[src/rtl/apb_master_pkg.sv]
// Shared types and defaults for the APB3 command bridge.
package apb_master_pkg;

   typedef enum logic [1:0] {IDLE, SETUP, ACCESS, RESP} apb_state_t;

   typedef struct packed {
      logic [31:0] rdata;
      logic        err;
      logic        timeout;
   } apb_rsp_t;

   localparam int DEFAULT_TIMEOUT_CYCLES = 255;
   localparam int DEFAULT_TO_WIDTH       = 8;

endpackage

[src/rtl/apb_master_cmd_bridge.sv]
// APB3 initiator: turns a valid/ready command stream into SETUP/ACCESS transfers
// and returns one registered response per command.
module apb_master_cmd_bridge
   import apb_master_pkg::*;
#(
   parameter int APB_ADDR_WIDTH = 32,
   parameter int TIMEOUT_CYCLES = DEFAULT_TIMEOUT_CYCLES,
   parameter int TO_WIDTH       = DEFAULT_TO_WIDTH
) (
   input  logic                      HCLK,
   input  logic                      HRESETn,
   input  logic                      cmd_valid,
   output logic                      cmd_ready,
   input  logic                      cmd_write,
   input  logic [APB_ADDR_WIDTH-1:0] cmd_addr,
   input  logic [31:0]               cmd_wdata,
   output logic                      rsp_valid,
   input  logic                      rsp_ready,
   output logic [31:0]               rsp_rdata,
   output logic                      rsp_err,
   output logic                      rsp_timeout,
   output logic                      busy,
   output logic [APB_ADDR_WIDTH-1:0] PADDR,
   output logic [31:0]               PWDATA,
   output logic                      PSEL,
   output logic                      PENABLE,
   output logic                      PWRITE,
   input  logic [31:0]               PRDATA,
   input  logic                      PREADY,
   input  logic                      PSLVERR
);

   localparam logic                      TO_EN     = (TIMEOUT_CYCLES != 0);
   localparam logic [TO_WIDTH-1:0]       TO_LAST   = TO_WIDTH'(TIMEOUT_CYCLES - 1);
   localparam logic [APB_ADDR_WIDTH-1:0] ADDR_MASK = ~APB_ADDR_WIDTH'(3);

   apb_state_t                state_q, state_d;
   logic                      cmd_ready_q, cmd_ready_d;
   logic                      busy_q, busy_d;
   logic                      psel_q, psel_d;
   logic                      penable_q, penable_d;
   logic                      pwrite_q, pwrite_d;
   logic [APB_ADDR_WIDTH-1:0] paddr_q, paddr_d;
   logic [31:0]               pwdata_q, pwdata_d;
   logic                      rsp_valid_q, rsp_valid_d;
   apb_rsp_t                  rsp_q, rsp_d;
   logic [TO_WIDTH-1:0]       to_cnt_q, to_cnt_d;

   always_comb begin
      state_d  = state_q;
      pwrite_d = pwrite_q;
      paddr_d  = paddr_q;
      pwdata_d = pwdata_q;
      rsp_d    = rsp_q;
      to_cnt_d = to_cnt_q;

      case (state_q)
         IDLE: begin
            if (cmd_valid && cmd_ready_q) begin
               state_d  = SETUP;
               paddr_d  = cmd_addr & ADDR_MASK;
               pwdata_d = cmd_wdata;
               pwrite_d = cmd_write;
               to_cnt_d = '0;
            end
         end
         SETUP: state_d = ACCESS;
         ACCESS: begin
            // PREADY is checked first so a completion in the last allowed cycle wins
            if (PREADY) begin
               rsp_d.rdata   = pwrite_q ? 32'h0 : PRDATA;
               rsp_d.err     = PSLVERR;
               rsp_d.timeout = 1'b0;
               state_d       = RESP;
            end else if (TO_EN && (to_cnt_q == TO_LAST)) begin
               rsp_d.rdata   = 32'h0;
               rsp_d.err     = 1'b1;
               rsp_d.timeout = 1'b1;
               state_d       = RESP;
            end else begin
               to_cnt_d = to_cnt_q + 1'b1;
            end
         end
         RESP: begin
            if (rsp_ready) state_d = IDLE;
         end
         default: state_d = IDLE;
      endcase

      psel_d      = (state_d == SETUP) || (state_d == ACCESS);
      penable_d   = (state_d == ACCESS);
      cmd_ready_d = (state_d == IDLE);
      busy_d      = (state_d != IDLE);
      rsp_valid_d = (state_d == RESP);
   end

   always_ff @(posedge HCLK or negedge HRESETn) begin
      if (!HRESETn) begin
         state_q     <= IDLE;
         cmd_ready_q <= 1'b0;
         busy_q      <= 1'b0;
         psel_q      <= 1'b0;
         penable_q   <= 1'b0;
         pwrite_q    <= 1'b0;
         paddr_q     <= '0;
         pwdata_q    <= '0;
         rsp_valid_q <= 1'b0;
         rsp_q       <= '0;
         to_cnt_q    <= '0;
      end else begin
         state_q     <= state_d;
         cmd_ready_q <= cmd_ready_d;
         busy_q      <= busy_d;
         psel_q      <= psel_d;
         penable_q   <= penable_d;
         pwrite_q    <= pwrite_d;
         paddr_q     <= paddr_d;
         pwdata_q    <= pwdata_d;
         rsp_valid_q <= rsp_valid_d;
         rsp_q       <= rsp_d;
         to_cnt_q    <= to_cnt_d;
      end
   end

   assign cmd_ready   = cmd_ready_q;
   assign busy        = busy_q;
   assign PSEL        = psel_q;
   assign PENABLE     = penable_q;
   assign PWRITE      = pwrite_q;
   assign PADDR       = paddr_q;
   assign PWDATA      = pwdata_q;
   assign rsp_valid   = rsp_valid_q;
   assign rsp_rdata   = rsp_q.rdata;
   assign rsp_err     = rsp_q.err;
   assign rsp_timeout = rsp_q.timeout;

endmodule

[config.mk]
export PLATFORM = sky130hd
export DESIGN_NAME = apb_master_cmd_bridge
export DESIGN_NICKNAME = d
export VERILOG_FILES = /design/src/rtl/apb_master_pkg.sv /design/src/rtl/apb_master_cmd_bridge.sv
export SDC_FILE = /design/constraint.sdc
export NUM_CORES = 1
export LEC_CHECK = 0
export ABC_CLOCK_PERIOD_IN_PS = 3490
export CORE_MARGIN = 3
export CORE_UTILIZATION = 35
export CTS_CLUSTER_DIAMETER = 60
export DETAILED_ROUTE_END_ITERATION = 8
export PLACE_DENSITY = 0.7
export SLEW_MARGIN = 20
export SYNTH_ARGS = -nofsm -noshare
export SYNTH_HDL_FRONTEND = slang
export SYNTH_SLANG_ARGS = --single-unit
[constraint.sdc]
create_clock -name HCLK -period 3.49 [get_ports HCLK]
set_input_delay 1.047 -clock HCLK [delete_from_list [all_inputs] [get_ports HCLK]]
set_output_delay 1.047 -clock HCLK [all_outputs]
set_load 0.05 [all_outputs]
==> Flow_metrics.wiki <==
{| class="wikitable"
! Metric !! Value
|-
| GPL Wtd Cong || 0.8150
|-
| CTS tree || built
|-
| Routed wire length || 12.54 mm
|-
| Number of buffers added on ports || 202
|-
| Largest net degree at the start of global routing || 48
|-
| Worst path top cell family by delay || buffers and inverters
|-
| Data arrival, critical path || 1.61 ns
|-
| EDFF count, synth || 0
|-
| Most common library cell in the layout ignoring fill and taps || sky130_fd_sc_hd__clkdlybuf4s50_1
|-
| Worst Clk Skew || 0.005661 ns
|-
| CP Data Required Time || 2.44 ns
|-
| Worst-case hold slack || 0.4744 ns
|-
| Relative slew margins || 52.02%
|-
| Hold Path Class || flip-flop to flip-flop
|-
| Buffers plus inverters on the worst setup path || 1
|-
| Initial Util || 36.50%
|-
| Number of buffers on the longest clock path || 2
|-
| Transition at the pin with the smallest max-transition slack || 0.7183 ns
|-
| First-pass GRT wire length || 20.04 mm
|-
| Setup repair after global routing missed its margin || false
|-
| Most frequent cells in the layout || sky130_fd_sc_hd__clkdlybuf4s50_1 (201), sky130_fd_sc_hd__nand2_1 (199), sky130_fd_sc_hd__dfrtp_1 (112)
|-
| Final number of setup-violating endpoints || 0
|-
| Ratio of cells with drive above 1 in the final layout || 5.213%
|-
| Number of inserted filler cells in the final layout || 1104
|-
| Count of inserted antenna diode cells || 0
|-
| Master of the slowest instance on the critical path || sky130_fd_sc_hd__clkdlybuf4s50_1
|-
| Area of the die || 14180 µm²
|-
| Placed Instances || 785
|-
| Crit-path max cell delay || 0.85 ns
|-
| Post-cts repair resize count || 0
|-
| Violation count after the first detailed-routing iteration || 162
|-
| Width of the die || 119.1 µm
|-
| Final antenna-violating net count || 0
|-
| Max Cap Violations || 0
|-
| Number of synthesized register bits || 112
|-
| Overflow left after global routing || 0
|-
| Cell Rows || 40
|-
| Pre-Repair DR Iteration Count || 4
|-
| Final non-filler cell total || 801
|-
| Clock latency of the later-clocked register in the worst-skew pair || 0.34 ns
|-
| Synth-to-layout area growth || 54.79%
|-
| Max frequency || 376.3 MHz
|-
| Inserted Clock Buffers || 9
|-
| DP Wirelength || 9.173 mm
|-
| Most used flip-flop cell after synthesis || sky130_fd_sc_hd__dfrtp_1
|-
| Type of origin of the critical path || flip-flop
|-
| Yosys warning total || 0
|-
| Hold Vio Cnt, Final || 0
|-
| Proportion of synthesized chip area in sequential cells || 62.62%
|-
| Post-CTS Hold Buffers || 0
|-
| Number of global-route vias before repair || 3784
|-
| Cells along the critical path || clkdlybuf4s50_1
|-
| Worst-case setup margin in the final layout || 0.8323 ns
|-
| CP Capture Type || output pin
|-
| Antenna violations before repair || 1
|-
| Fraction of registers with async set or reset after synthesis || 100.0%
|-
| Result of the run || finished, final reports clean
|-
| Average detailed-routed wire length per instance || 15.65 µm
|-
| Worst-path fanout max || 3
|-
| Count of different cell masters after synthesis || 37
|-
| Critical Setup Path Class || flip-flop to output pin
|-
| TNS Setup || 0 ns
|-
| Ports || 207
|-
| Static Leakage || 0.003214 µW
|-
| Total standard cell area after synthesis || 4476 µm²
|-
| Count of final max-slew check failures || 0
|-
| Vias after detailed routing || 3786
|-
| Final-stage net count || 737
|-
| Deepest level of the CTS H-tree || 3
|-
| Power density relative to cell area || 1102 nW/µm²
|-
| Core Area || 12260 µm²
|-
| Clock slew at reported path FFs || 0.07 ns
|-
| Post-CTS setup-driven buffer insertion count || 0
|-
| GR Util All Layers || 17.75%
|-
| Tcrit/Tclk final || 76.15%
|-
| Clock tree root driver cell || sky130_fd_sc_hd__clkbuf_16
|-
| Post-layout minimum cycle time || 2.658 ns
|-
| Number of vias per cell || 4.727
|-
| Total DRC errors in the routed layout || 0
|-
| Pre-CTS setup slack || 0.6700 ns
|-
| CTS sink count || 112
|-
| Post-synthesis cell count || 434
|-
| Max rail drop VDD || 0.5553 mV
|-
| Overall Power || 7631 µW
|-
| Chip height || 119.1 µm
|-
| Mean Syn Cell Area || 10.31 µm²
|}
==> Yosys cell counts, types with 2 or more instances <==
cell	n	area, µm²
sky130_fd_sc_hd__inv_1	4	15.01
sky130_fd_sc_hd__a22o_1	32	280.3
sky130_fd_sc_hd__buf_6	4	45.04
sky130_fd_sc_hd__and3_1	2	12.51
sky130_fd_sc_hd__nand3_1	5	25.02
sky130_fd_sc_hd__dfrtp_1	112	2803
sky130_fd_sc_hd__a31oi_1	3	18.77
sky130_fd_sc_hd__o41ai_1	2	17.52
sky130_fd_sc_hd__o21ai_1	4	20.02
sky130_fd_sc_hd__nor2_1	4	15.01
sky130_fd_sc_hd__ha_1	6	75.07
sky130_fd_sc_hd__buf_4	7	52.55
sky130_fd_sc_hd__nor2_4	2	22.52
sky130_fd_sc_hd__a21oi_1	8	40.04
sky130_fd_sc_hd__nor3_1	3	15.01
sky130_fd_sc_hd__o21ai_0	2	10.01
sky130_fd_sc_hd__buf_2	16	80.08
sky130_fd_sc_hd__nand2_1	199	747.0
==> per-stage QoR <==
step / utilization [%] / cell area [µm²]
after global routing: 56.50 / 6928
after detailed placement: 54.06 / 6629
final: 56.50 / 6928
after CTS: 56.50 / 6928
after floorplan: - / 4479
after global placement: 54.06 / 6629
==> final cells by class <==
class,count,area (µm²),share of cell area (%)
inverters,4,15.01,0.2167
repair buffers,210,2105,30.38
well taps,168,210.2,3.034
flip-flops and latches,112,2803,40.46
clock buffers,11,242.7,3.504
clock inverters,5,56.30,0.8127
multi-input cells,291,1496,21.60
==> where the power goes <==
group          internal (µW)  switching (µW)
registers               1900             370
logic                   1440            2890
clock network            576             457
==> registers in the layout (all words and copies together) (netlist names) <==
name	flops
cmd_ready	1
PSEL	1
PWDATA	32
PWRITE	1
to_cnt_q	8
rsp_err	1
rsp_rdata	32
rsp_valid	1
rsp_timeout	1
PADDR	30
PENABLE	1
state_q	2
busy	1
==> worst reg2reg max path: stages, from the launching register on <==
cell                      delay (ns)
sky130_fd_sc_hd__dfrtp_1        0.50
sky130_fd_sc_hd__nor2b_1        0.62
sky130_fd_sc_hd__nand2_2        0.19
sky130_fd_sc_hd__nor2_4         0.10
sky130_fd_sc_hd__buf_4          0.32
sky130_fd_sc_hd__a22o_1         0.21
==> routing by layer <==
metal | vias to the layer above | routed length, µm | track usage [%]
met5 | - | 13 | 0
met4 | 2 | 201 | 5.793
met3 | 17 | 1344 | 6.553
met2 | 169 | 5794 | 28.75
met1 | 1798 | 5184 | 22.00
li1 | 1800 | - | -
==> cells by family (layout without fill, tap and decap cells) <==
logic type / after synthesis / count (layout) / synth area share [%]
simple gates: 225 / 225 / 20.80
flops: 112 / 112 / 62.62
compound gates: 57 / 57 / 10.20
buf+inv: 32 / 230 / 4.389
fa+ha+maj: 6 / 6 / 1.677
other cells: 1 / 2 / 0.08379
mux: 1 / 1 / 0.2237
==> path summary, 6_finish.rpt <==
path / cells past startpoint / from / end / slack, ns
min in group asynchronous: 1 / HRESETn / rsp_rdata[2] / 0.70
worst max register to register: 5 / state_q[0] / rsp_rdata[16] / 1.49
worst min register to register: 2 / PWDATA[30] / PWDATA[30] / 0.47
worst min-delay path: 2 / PWDATA[30] / PWDATA[30] / 0.47
worst max-delay path: 1 / PWRITE / PWRITE / 0.83
max in group asynchronous: 2 / HRESETn / rsp_rdata[18] / 2.05
No activity file was read; power rests on OpenSTA's default activity.
